## config.mk

```make
export PLATFORM = sky130hd
export DESIGN_NAME = glitc_control_regbank
export DESIGN_NICKNAME = d
export VERILOG_FILES = /design/src/rtl/glitc_control_regbank.sv
export SDC_FILE = /design/constraint.sdc
export NUM_CORES = 1
export LEC_CHECK = 0
export BUFFER_PORTS_ARGS = -buffer_cell sky130_fd_sc_hd__buf_4
export CAP_MARGIN = 20
export CORE_ASPECT_RATIO = 1.1
export CORE_MARGIN = 2
export CORE_UTILIZATION = 50
export DETAILED_ROUTE_END_ITERATION = 16
export PLACE_DENSITY = 0.75
export RECOVER_POWER = 100
export SYNTH_ARGS = -nofsm -noshare
export SYNTH_HDL_FRONTEND = slang
export SYNTH_SLANG_ARGS = --single-unit
```

## constraint.sdc

```tcl
create_clock -name user_clk_i -period 4.2 [get_ports user_clk_i]
set_input_delay 0.63 -clock user_clk_i [delete_from_list [all_inputs] [get_ports user_clk_i]]
set_output_delay 0.63 -clock user_clk_i [all_outputs]
set_load 0.05 [all_outputs]
```

## src/rtl/glitc_control_regbank.sv

```systemverilog
// GLITC user-bus control/status register bank: IDENT/VERSION words, NUM_CTRL control
// registers with self-clearing pulse bits, write strobes and a registered read path.
// Optional feature: define GLITC_CTRL_WRCOUNT_EN for a write counter at the top address.
module glitc_control_regbank #(
   parameter logic [31:0]            IDENT      = 32'h474C5443,
   parameter logic [31:0]            VERSION    = 32'h00000000,
   parameter int                     NUM_CTRL   = 4,
   parameter int                     ADDR_WIDTH = 3,
   parameter logic [NUM_CTRL*32-1:0] CTRL_INIT  = '0,
   parameter logic [31:0]            PULSE_MASK = 32'h80000000,
   parameter int                     PULSE_LEN  = 1
) (
   input  logic                     user_clk_i,
   input  logic                     user_rst_n_i,
   input  logic [ADDR_WIDTH-1:0]    user_addr_i,
   input  logic [31:0]              user_dat_i,
   output logic [31:0]              user_dat_o,
   input  logic                     user_wr_i,
   input  logic                     user_rd_i,
   input  logic                     user_sel_i,
   output logic                     user_ack_o,
   output logic [NUM_CTRL*32-1:0]   ctrl_o,
   output logic [NUM_CTRL-1:0]      ctrl_wr_o
);

   localparam logic [31:0]           PULSE_CLR  = ~PULSE_MASK;
   localparam logic [7:0]            PULSE_LOAD = 8'(PULSE_LEN);
   localparam logic [ADDR_WIDTH-1:0] CNT_ADDR   = '1;

   if (NUM_CTRL < 1 || NUM_CTRL > 62) begin : g_bad_num_ctrl
      $error("glitc_control_regbank: NUM_CTRL must be in 1..62");
   end
   if ((1 << ADDR_WIDTH) < NUM_CTRL + 2) begin : g_bad_addr_width
      $error("glitc_control_regbank: address space too small for NUM_CTRL");
   end
   if (PULSE_LEN < 1 || PULSE_LEN > 255) begin : g_bad_pulse_len
      $error("glitc_control_regbank: PULSE_LEN must be in 1..255");
   end
`ifdef GLITC_CTRL_WRCOUNT_EN
   if ((1 << ADDR_WIDTH) <= NUM_CTRL + 2) begin : g_bad_count_addr
      $error("glitc_control_regbank: write counter address collides with a control register");
   end
`endif

   // Bus handshake: an access is accepted on any rising edge where sel is high together with
   // wr and/or rd; there is no wait state, so every accepted access is acked exactly one cycle
   // later, and a combined wr+rd performs the write while returning the pre-write data.
   logic                access;
   logic                wr_acc;
   logic                rd_acc;
   logic [NUM_CTRL-1:0] hit;
   logic [31:0]         rd_data;
   logic [31:0]         ctrl_q [NUM_CTRL];
   logic [7:0]          cnt_q  [NUM_CTRL];

   assign wr_acc = user_sel_i && user_wr_i;
   assign rd_acc = user_sel_i && user_rd_i;
   assign access = wr_acc || rd_acc;

   always_comb begin
      hit = '0;
      for (int k = 0; k < NUM_CTRL; k++) begin
         hit[k] = wr_acc && (user_addr_i == ADDR_WIDTH'(k + 2));
      end
   end

`ifdef GLITC_CTRL_WRCOUNT_EN
   logic [31:0] wr_count_q;
   logic        count_clr;

   assign count_clr = wr_acc && (user_addr_i == CNT_ADDR);

   // Counts accepted control-register writes; saturates rather than wrapping.
   always_ff @(posedge user_clk_i) begin
      if (!user_rst_n_i) begin
         wr_count_q <= '0;
      end else if (count_clr) begin
         wr_count_q <= '0;
      end else if ((|hit) && (wr_count_q != 32'hFFFFFFFF)) begin
         wr_count_q <= wr_count_q + 32'd1;
      end
   end
`endif

   always_comb begin
      rd_data = '0;
      if (user_addr_i == ADDR_WIDTH'(0)) begin
         rd_data = IDENT;
      end else if (user_addr_i == ADDR_WIDTH'(1)) begin
         rd_data = VERSION;
      end
      for (int k = 0; k < NUM_CTRL; k++) begin
         if (user_addr_i == ADDR_WIDTH'(k + 2)) begin
            rd_data = ctrl_q[k];
         end
      end
`ifdef GLITC_CTRL_WRCOUNT_EN
      if (user_addr_i == CNT_ADDR) begin
         rd_data = wr_count_q;
      end
`endif
   end

   // One down-counter per register is shared by all of its pulse bits; the pulse bits
   // drop together on the edge where the counter steps from 1 to 0.
   always_ff @(posedge user_clk_i) begin
      if (!user_rst_n_i) begin
         for (int k = 0; k < NUM_CTRL; k++) begin
            ctrl_q[k] <= CTRL_INIT[32*k +: 32] & PULSE_CLR;
            cnt_q[k]  <= 8'd0;
         end
      end else begin
         for (int k = 0; k < NUM_CTRL; k++) begin
            if (hit[k]) begin
               ctrl_q[k] <= user_dat_i;
               cnt_q[k]  <= (|(user_dat_i & PULSE_MASK)) ? PULSE_LOAD : 8'd0;
            end else if (cnt_q[k] != 8'd0) begin
               cnt_q[k] <= cnt_q[k] - 8'd1;
               if (cnt_q[k] == 8'd1) begin
                  ctrl_q[k] <= ctrl_q[k] & PULSE_CLR;
               end
            end
         end
      end
   end

   always_ff @(posedge user_clk_i) begin
      if (!user_rst_n_i) begin
         user_ack_o <= 1'b0;
         ctrl_wr_o  <= '0;
         user_dat_o <= '0;
      end else begin
         user_ack_o <= access;
         ctrl_wr_o  <= hit;
         if (rd_acc) begin
            user_dat_o <= rd_data;
         end
      end
   end

   for (genvar k = 0; k < NUM_CTRL; k++) begin : g_ctrl_out
      assign ctrl_o[32*k +: 32] = ctrl_q[k];
   end

endmodule

```

==> run metrics, run 1 <==
H-tree depth=4; Core Footprint=17500 µm²; Buf/Inv on CP=2; fin crit share=76.8%; worst hold slack=433 ps; DIE WIDTH=131 µm; flops & latches, synth=197; failing checks=max-capacitance violations, max-slew violations; Pwr Total=5530 µW; num rows=51; worst hold path class=primary input to flip-flop; Clock Latency Late Sink=440 ps; vias per inst=5.89; largest net degree at the start of global routing=51; Synth Instances=723; sequential area share after synthesis=62.3%; post-route minimum period=3230 ps; number of failing hold endpoints at the final stage=0; Critical Path Fanout Max=46; Lkg Pwr=0.00404 µW; RSZ-0062 raised after global routing=false; R2R Path End=cnt_q[2][1]; Die ar.=18900 µm²; CP endpoint=ctrl_q[0][1]; Initial Util=50.7%; commonest cells in the netlist=edfxtp_1 (160), and2_1 (63), and3_1 (63), o21ai_0 (53), clkbuf_1 (46); Max stage delay on crit path=1370 ps; diodes inserted=0; cts repair resizes=0; first-pass GRT wire length=36.9 mm; Clock transition at path regs=70 ps; P_int=3710 µW; CTS root buf=clkbuf_16; fmax=0.310 GHz; post-route ant nets=0; DRC marker count from the first detailed-route iteration=612; sequential power share=46.7%; post-layout net count=957; Fill cells=1549; Psw=1820 µW; post-synthesis cell area=8900 µm²; VDD IR-drop max=357 µV; number of setup violations in the final report=0; Routed WL=24.4 mm; Worst EP arrival=3290 ps; slew margin rel.=-34.6%; number of global-route vias before repair=6502; synthesis-to-finish area growth=19.3%; mean post-synth cell area=12.3 µm²; worst r2r src=cnt_q[2][5]; Synth Warn #=0; Comb power frac=23.4%; Stages on worst setup path=4; Crit-path slowest cell=o31ai_1; setup TNS=0 ps; vias=6807; Post-DP HPWL=16.1 mm; R2R Setup Slk=1300 ps; I/O Buffers=204; Worst Setup SP=user_addr_i[2]; Cell Chain, Critical Path=buf_4 > nand2b_1 > o31ai_1 > clkbuf_1; DRT Pass-1 Iters=5; IO Pins=205; r2r worst-path depth=3; post-synth top area share=54.0%; DRC Markers=0; CTS Sinks=197; cts bufs inserted=17; Post-synth ARST share=0%; data required time of the worst path=4260 ps; Clock Power Share=29.9%; total track usage=25.5%; share of cells above drive strength 1=12.4%; CTS Buffer Depth=2; top-count cell post-synth=edfxtp_1; top cells by area, synth=edfxtp_1 (54%), dfxtp_1 (8.3%), and2_1 (4.4%); Synth area leader=edfxtp_1; WL per Instance=21.1 µm; gpl congestion=0.812; Crit Path Class=primary input to flip-flop; gr ovfl total=0; die height=144 µm; number of flops mapped to enable cells by yosys=160; worst clock skew=9.11 ps; top_reg_cell synth=edfxtp_1; CTS tree=yes; Worst Setup End Kind=flip-flop; post-synth cell types=44; Sw Share=32.9%; postcts setup bufs=0; critical path launch point type=primary input; Max Cap Viol=4; Pwr Density=520 nW/µm²; Slew Limit Fails=112; Setup WS post-layout=973 ps; status=complete, but fails checks; worst-margin pin slew=2020 ps; initial antenna violation count=0; Hold Buf Count CTS=0; Synthesized Nets=775; dpl ws=1150 ps; Top delay family on crit path=compound AO/OA/AOI/OAI gates
-- state kept, by name, indices dropped and copies added (netlist names) --
signal      count
ctrl_q        128
ctrl_wr_o       4
user_dat_o     32
cnt_q          32
user_ack_o      1
-- cell families after synthesis --
group                      share of synthesized area [%]
AOI/OAI and AO/OA                                   11.0
xor gates and xnor gates                           0.787
adders and majority gates                           1.69
buffers and inverters                               3.08
DFF                                                 62.3
muxes                                               2.40
and+or+nand+nor                                     18.7
-- metrics by stage --
step | area (µm²) | instances | util [%]
final | 10600 | 1156 | 60.5
after global routing | 10600 | 1156 | 60.5
after CTS | 11300 | 1155 | 64.3
after detailed placement | 10700 | 1123 | 60.8
after global placement | 10700 | 1123 | 60.8
after floorplan | 8900 | 723 | -
-- area by class of cell --
type / instances / area [µm²] / area share [%]
clock buffer: 22 / 497 / 4.68
clock inverter: 10 / 111 / 1.05
inverter: 16 / 60.1 / 0.566
multi-input combinational: 455 / 3110 / 29.3
sequential: 197 / 5550 / 52.2
tap: 238 / 298 / 2.80
timing repair buffer: 218 / 1000 / 9.44
-- metal layers --
metal	wire [µm]	vias up	share of wire [%]	GRT usage (%)
met4	786	0	3.2	11.3
li1	-	3102	-	-
met3	1740	45	7.2	4.94
met1	9840	3347	40	32.5
met5	0	-	0	0
met2	12000	313	49	42.8
-- worst min path at each step --
stage,from,endpoint,slack (ps),cells past startpoint
after detailed placement,user_dat_o[29],user_dat_o[29],540,2
after CTS,user_rd_i,user_ack_o,420,2
after global placement,user_dat_o[23],user_dat_o[23],540,2
final,user_rd_i,user_ack_o,430,2
after floorplan,cnt_q[2][0],cnt_q[2][0],610,1
after global routing,user_rd_i,user_ack_o,430,2
-- placed cells by master (no fill, tap or decap), types with 19 or more instances in the layout --
cell type	count
clkbuf_16	19
nand2_1	21
o21ai_0	52
and2_1	42
and2_0	20
dfxtp_1	37
clkbuf_1	172
and3_1	63
buf_4	47
mux2_2	19
and3b_1	27
edfxtp_1	160
a31oi_1	32
a22oi_1	32
-- power by group through the flow --
stage	sequential (µW)	clock [µW]	combinational [µW]
after floorplan	2910	0	654
after global placement	2620	0	1350
after detailed placement	2620	0	1380
after CTS	2580	1670	1390
after global routing	2610	1740	1410
final	2580	1650	1290
Power figures use the tool's default switching activity.
==> run 2: changes to the inputs <==
- clock period: 4.2 -> 3 ns (I/O delays scaled with it)
==> run 2 against run 1 <==
Effect of this change: the flow now finishes without violations; utilization about the same; clock skew decreased by 2.3 ps; clock-buffer cell count decreased by 5; global-route usage decreased by 0.058 points; clock power increased by 42%; cell area about the same; flip-flop and latch count unchanged; non-clock buffer count increased by 9; combinational power increased by 40%; critical endpoint is now cnt_q[1][3].
==> run metrics, run 2 (synthesis results as in run 1) <==
Crit Path Class=primary input to flip-flop; total track usage=25.4%; Worst Setup SP=user_addr_i[0]; Core Footprint=17500 µm²; most frequent cells in the layout=clkbuf_1 (177), edfxtp_1 (160), and3_1 (62), o21ai_0 (53), and2_1 (46); DRC marker count from the first detailed-route iteration=602; DIE WIDTH=131 µm; DRT Pass-1 Iters=6; H-tree depth=4; worst r2r src=cnt_q[0][5]; data required time of the worst path=3150 ps; R2R Path End=cnt_q[0][2]; vias=6745; post-route minimum period=2480 ps; Clock Latency Late Sink=430 ps; worst-margin pin slew=1390 ps; initial antenna violation count=0; critical path launch point type=primary input; max reg flops=128; commonest non-fill, non-tap cell in the layout=clkbuf_1; fmax=0.403 GHz; cts repair resizes=0; CP endpoint=cnt_q[1][3]; status=finished, final reports clean; Clock transition at path regs=70 ps; Pwr Density=732 nW/µm²; Worst EP arrival=2630 ps; first-pass GRT wire length=36.3 mm; Post-Layout Cell Count=1165; slew margin rel.=7.35%; share of cells above drive strength 1=12.3%; Max Cap Viol=0; Critical Path Fanout Max=23; Initial Util=50.7%; post-route ant nets=0; Cells after DPL=1132; setup TNS=0 ps; postcts setup bufs=0; Slew Limit Fails=0; cts bufs inserted=17; r2r worst-path depth=4; diodes inserted=0; CTS Buffer Depth=2; CTS tree=yes; VDD IR-drop max=428 µV; DRC Markers=0; die height=144 µm; largest net degree at the start of global routing=64; gpl congestion=0.841; Hold Buf Count CTS=0; number of global-route vias before repair=6436; number of setup violations in the final report=0; Post-DP HPWL=16.3 mm; number of failing hold endpoints at the final stage=0; WL per Instance=21.0 µm; fin crit share=82.7%; num rows=51; CTS Sinks=197; vias per inst=5.79; I/O Buffers=204; IO Pins=205; Die ar.=18900 µm²; Lkg Pwr=0.00406 µW; Routed WL=24.5 mm; RSZ-0062 raised after global routing=false; worst clock skew=6.81 ps; post-layout net count=966; worst hold path class=primary input to flip-flop; leading registers by flop count=ctrl_q x128, cnt_q x32, user_dat_o x32; R2R Setup Slk=620 ps; Top reg by flops=ctrl_q; gr ovfl total=0; CTS root buf=clkbuf_16; Worst Setup End Kind=flip-flop; synthesis-to-finish area growth=19.3%
[run 2: cell count changes in the layout (fill, tap and decap cells not counted), sizes merged]
| cell | before | now |
|---|---|---|
| bufinv | 1 | 2 |
| clkbuf | 192 | 202 |
| buf | 48 | 42 |
| clkinv | 5 | 4 |
| inv | 19 | 24 |
[run 2: cell type report]
cell class	count	area, µm²
inverter	16	60.1
fill	1553	6930
multi-input combinational	455	3070
timing repair buffer	227	1040
clock buffer	17	425
clock inverter	15	184
sequential	197	5550
tap	238	298
[run 2: worst min path at each step]
stage,to,start,cells after the start,slack (ps)
after floorplan,user_ack_o,user_sel_i,1,580
after global placement,user_dat_o[16],user_dat_o[16],2,530
after detailed placement,user_dat_o[24],user_dat_o[24],2,530
after CTS,user_ack_o,user_rd_i,2,230
after global routing,user_ack_o,user_rd_i,2,240
final,user_ack_o,user_rd_i,2,250
[run 2: metrics by stage]
| step | util, % | setup WS (ps) | hold slack (ps) | instance area, µm² | power (µW) |
|---|---|---|---|---|---|
| detailed placement | 61.3 | 619 | 534 | 10800 | 5630 |
| global route | 60.5 | 326 | 238 | 10600 | 8090 |
| CTS | 64.8 | 756 | 232 | 11400 | 7960 |
| floorplan | - | 408 | 583 | 8910 | 4990 |
| global placement | 61.3 | 653 | 530 | 10700 | 5580 |
| finish | 60.5 | 520 | 247 | 10600 | 7770 |
[run 2: worst max-delay path, cell delays in order]
cell and delay, ps:
buf_4 330, inv_1 130, o31ai_1 1000, clkbuf_1 570, a211oi_1 140
[run 2: metal layers]
layer / track usage [%] / vias up / share of wire (%)
met2: 43.4 / 317 / 49
li1: - / 3113 / -
met4: 10.7 / 0 / 2.9
met5: 0 / - / 0
met3: 5.68 / 56 / 7.4
met1: 31.6 / 3259 / 41
[run 2: power breakdown]
part	total [µW]	internal, µW	switching (µW)
logic	1810	558	1250
registers	3610	3340	272
clock network	2350	1270	1080
==> run 3: changes to the inputs <==
- clock period: 3 -> 2.5 ns (I/O delays scaled with it)
==> run 3 against run 2 <==
Effect of this change: global-route usage up 0.25 points; final cell count is 0.26% higher; sequential power rose by 19%; sequential share of layout area shrank 0.34 points; via count decreased by 0.73%; cell area grew 0.66%; worst setup slack got worse by 200 ps; worst hold slack worse by 68 ps; clock-buffer cell count grew 9; clock power increased by 11%; critical endpoint is now ctrl_q[1][30]; largest power group unchanged; highest routed layer unchanged.
==> run metrics, run 3 (synthesis results as in run 1) <==
total track usage=25.7%; post-route ant nets=0; Clock Power Share=28.5%; worst hold path class=primary input to flip-flop; P_int=6170 µW; Worst Setup End Kind=flip-flop; Critical Path Fanout Max=33; CTS root buf=clkbuf_16; CTS Sinks=197; cts bufs inserted=17; IO Pins=205; Worst EP arrival=2480 ps; Max stage delay on crit path=610 ps; post-layout net count=969; worst-margin pin slew=960 ps; Psw=2990 µW; slew margin rel.=36.0%; dpl ws=351 ps; number of failing hold endpoints at the final stage=0; fmax=0.459 GHz; Die ar.=18900 µm²; I/O Buffers=204; leading registers by flop count=ctrl_q x128, cnt_q x32, user_dat_o x32; share of cells above drive strength 1=13.2%; most frequent cells in the layout=clkbuf_1 (174), edfxtp_1 (160), and3_1 (62), o21ai_0 (54), buf_4 (51); Lkg Pwr=0.00408 µW; Hold Buf Count CTS=0; worst clock skew=6.72 ps; synthesis-to-finish area growth=20.1%; Clock transition at path regs=70 ps; VDD IR-drop max=688 µV; gr ovfl total=0; die height=144 µm; Sw Share=32.7%; commonest non-fill, non-tap cell in the layout=clkbuf_1; data required time of the worst path=2800 ps; max reg flops=128; vias=6696; DIE WIDTH=131 µm; fin crit share=87.1%; cts repair resizes=0; Crit-path slowest cell=clkbuf_2; gpl congestion=0.864; RSZ-0062 raised after global routing=false; status=finished, final reports clean; Core Footprint=17500 µm²; Slew Limit Fails=0; first-pass GRT wire length=36.6 mm; Top reg by flops=ctrl_q; WL per Instance=21.0 µm; number of setup violations in the final report=0; diodes inserted=0; setup TNS=0 ps; Setup WS post-layout=322 ps; CTS Buffer Depth=2; DRT Pass-1 Iters=5; Pwr Density=857 nW/µm²; DRC marker count from the first detailed-route iteration=638; Crit Path Class=primary input to flip-flop; number of global-route vias before repair=6344; Routed WL=24.5 mm; CTS tree=yes; Cell Chain, Critical Path=buf_4 > nor2b_1 > clkbuf_1 > nand3_1 > inv_1 > clkbuf_2 > and2_0; Initial Util=50.7%; largest net degree at the start of global routing=65; H-tree depth=4; Clock Latency Late Sink=440 ps; vias per inst=5.73; Post-DP HPWL=15.8 mm; Max Cap Viol=0; critical path launch point type=primary input; post-route minimum period=2180 ps; DRC Markers=0; initial antenna violation count=0; num rows=51; Comb power frac=24.4%; postcts setup bufs=0; sequential power share=47.1%
==> run 3: stage by stage <==
stage | instance area [µm²] | power, µW | cells | utilization, % | hold WS (ps)
floorplan | 8910 | 5990 | 723 | - | 508
global placement | 10800 | 6700 | 1134 | 61.7 | 525
detailed placement | 10800 | 6760 | 1134 | 61.7 | 531
CTS | 11400 | 9340 | 1166 | 64.9 | 167
global route | 10700 | 9550 | 1168 | 60.9 | 171
finish | 10700 | 9160 | 1168 | 60.9 | 179
==> run 3: worst max-delay path, delay by kind of cell <==
| family | cells | cell delay, ps |
|---|---|---|
| buffers and inverters | 4 | 1330 |
| AND/OR/NAND/NOR | 3 | 740 |
==> run 3: layout make-up <==
type                    instances  area [µm²]
clock inverters                 6        41.3
multi-input cells             455        3090
inverters                      16        60.1
flip-flops and latches        197        5550
fillers                      1554        6860
clock buffers                  26         519
repair buffers                230        1140
well taps                     238         298
==> run 3: power by group through the flow <==
stage                     Combinational (µW)  Clock, µW  Sequential [µW]
after floorplan                         1100          0             4890
after global placement                  2330          0             4370
after detailed placement                2380          0             4380
after CTS                               2390       2640             4310
after global routing                    2430       2760             4370
final                                   2240       2610             4310
==> run 3: final timing paths <==
path	from	endpoint	slack [ps]	cells after the start
worst min-delay path	user_rd_i	user_ack_o	180	2
worst max-delay path	user_addr_i[1]	ctrl_q[1][30]	320	7
worst min register to register	user_dat_o[31]	user_dat_o[31]	550	2
worst max register to register	cnt_q[3][0]	cnt_q[3][1]	370	4
==> run 3: layer usage <==
layer / part of all wire, % / vias up / track usage [%]
li1: - / 3114 / -
met1: 42 / 3267 / 33.3
met2: 49 / 281 / 43.0
met3: 6.6 / 34 / 5.22
met4: 2.1 / 0 / 9.90
met5: 0 / - / 0
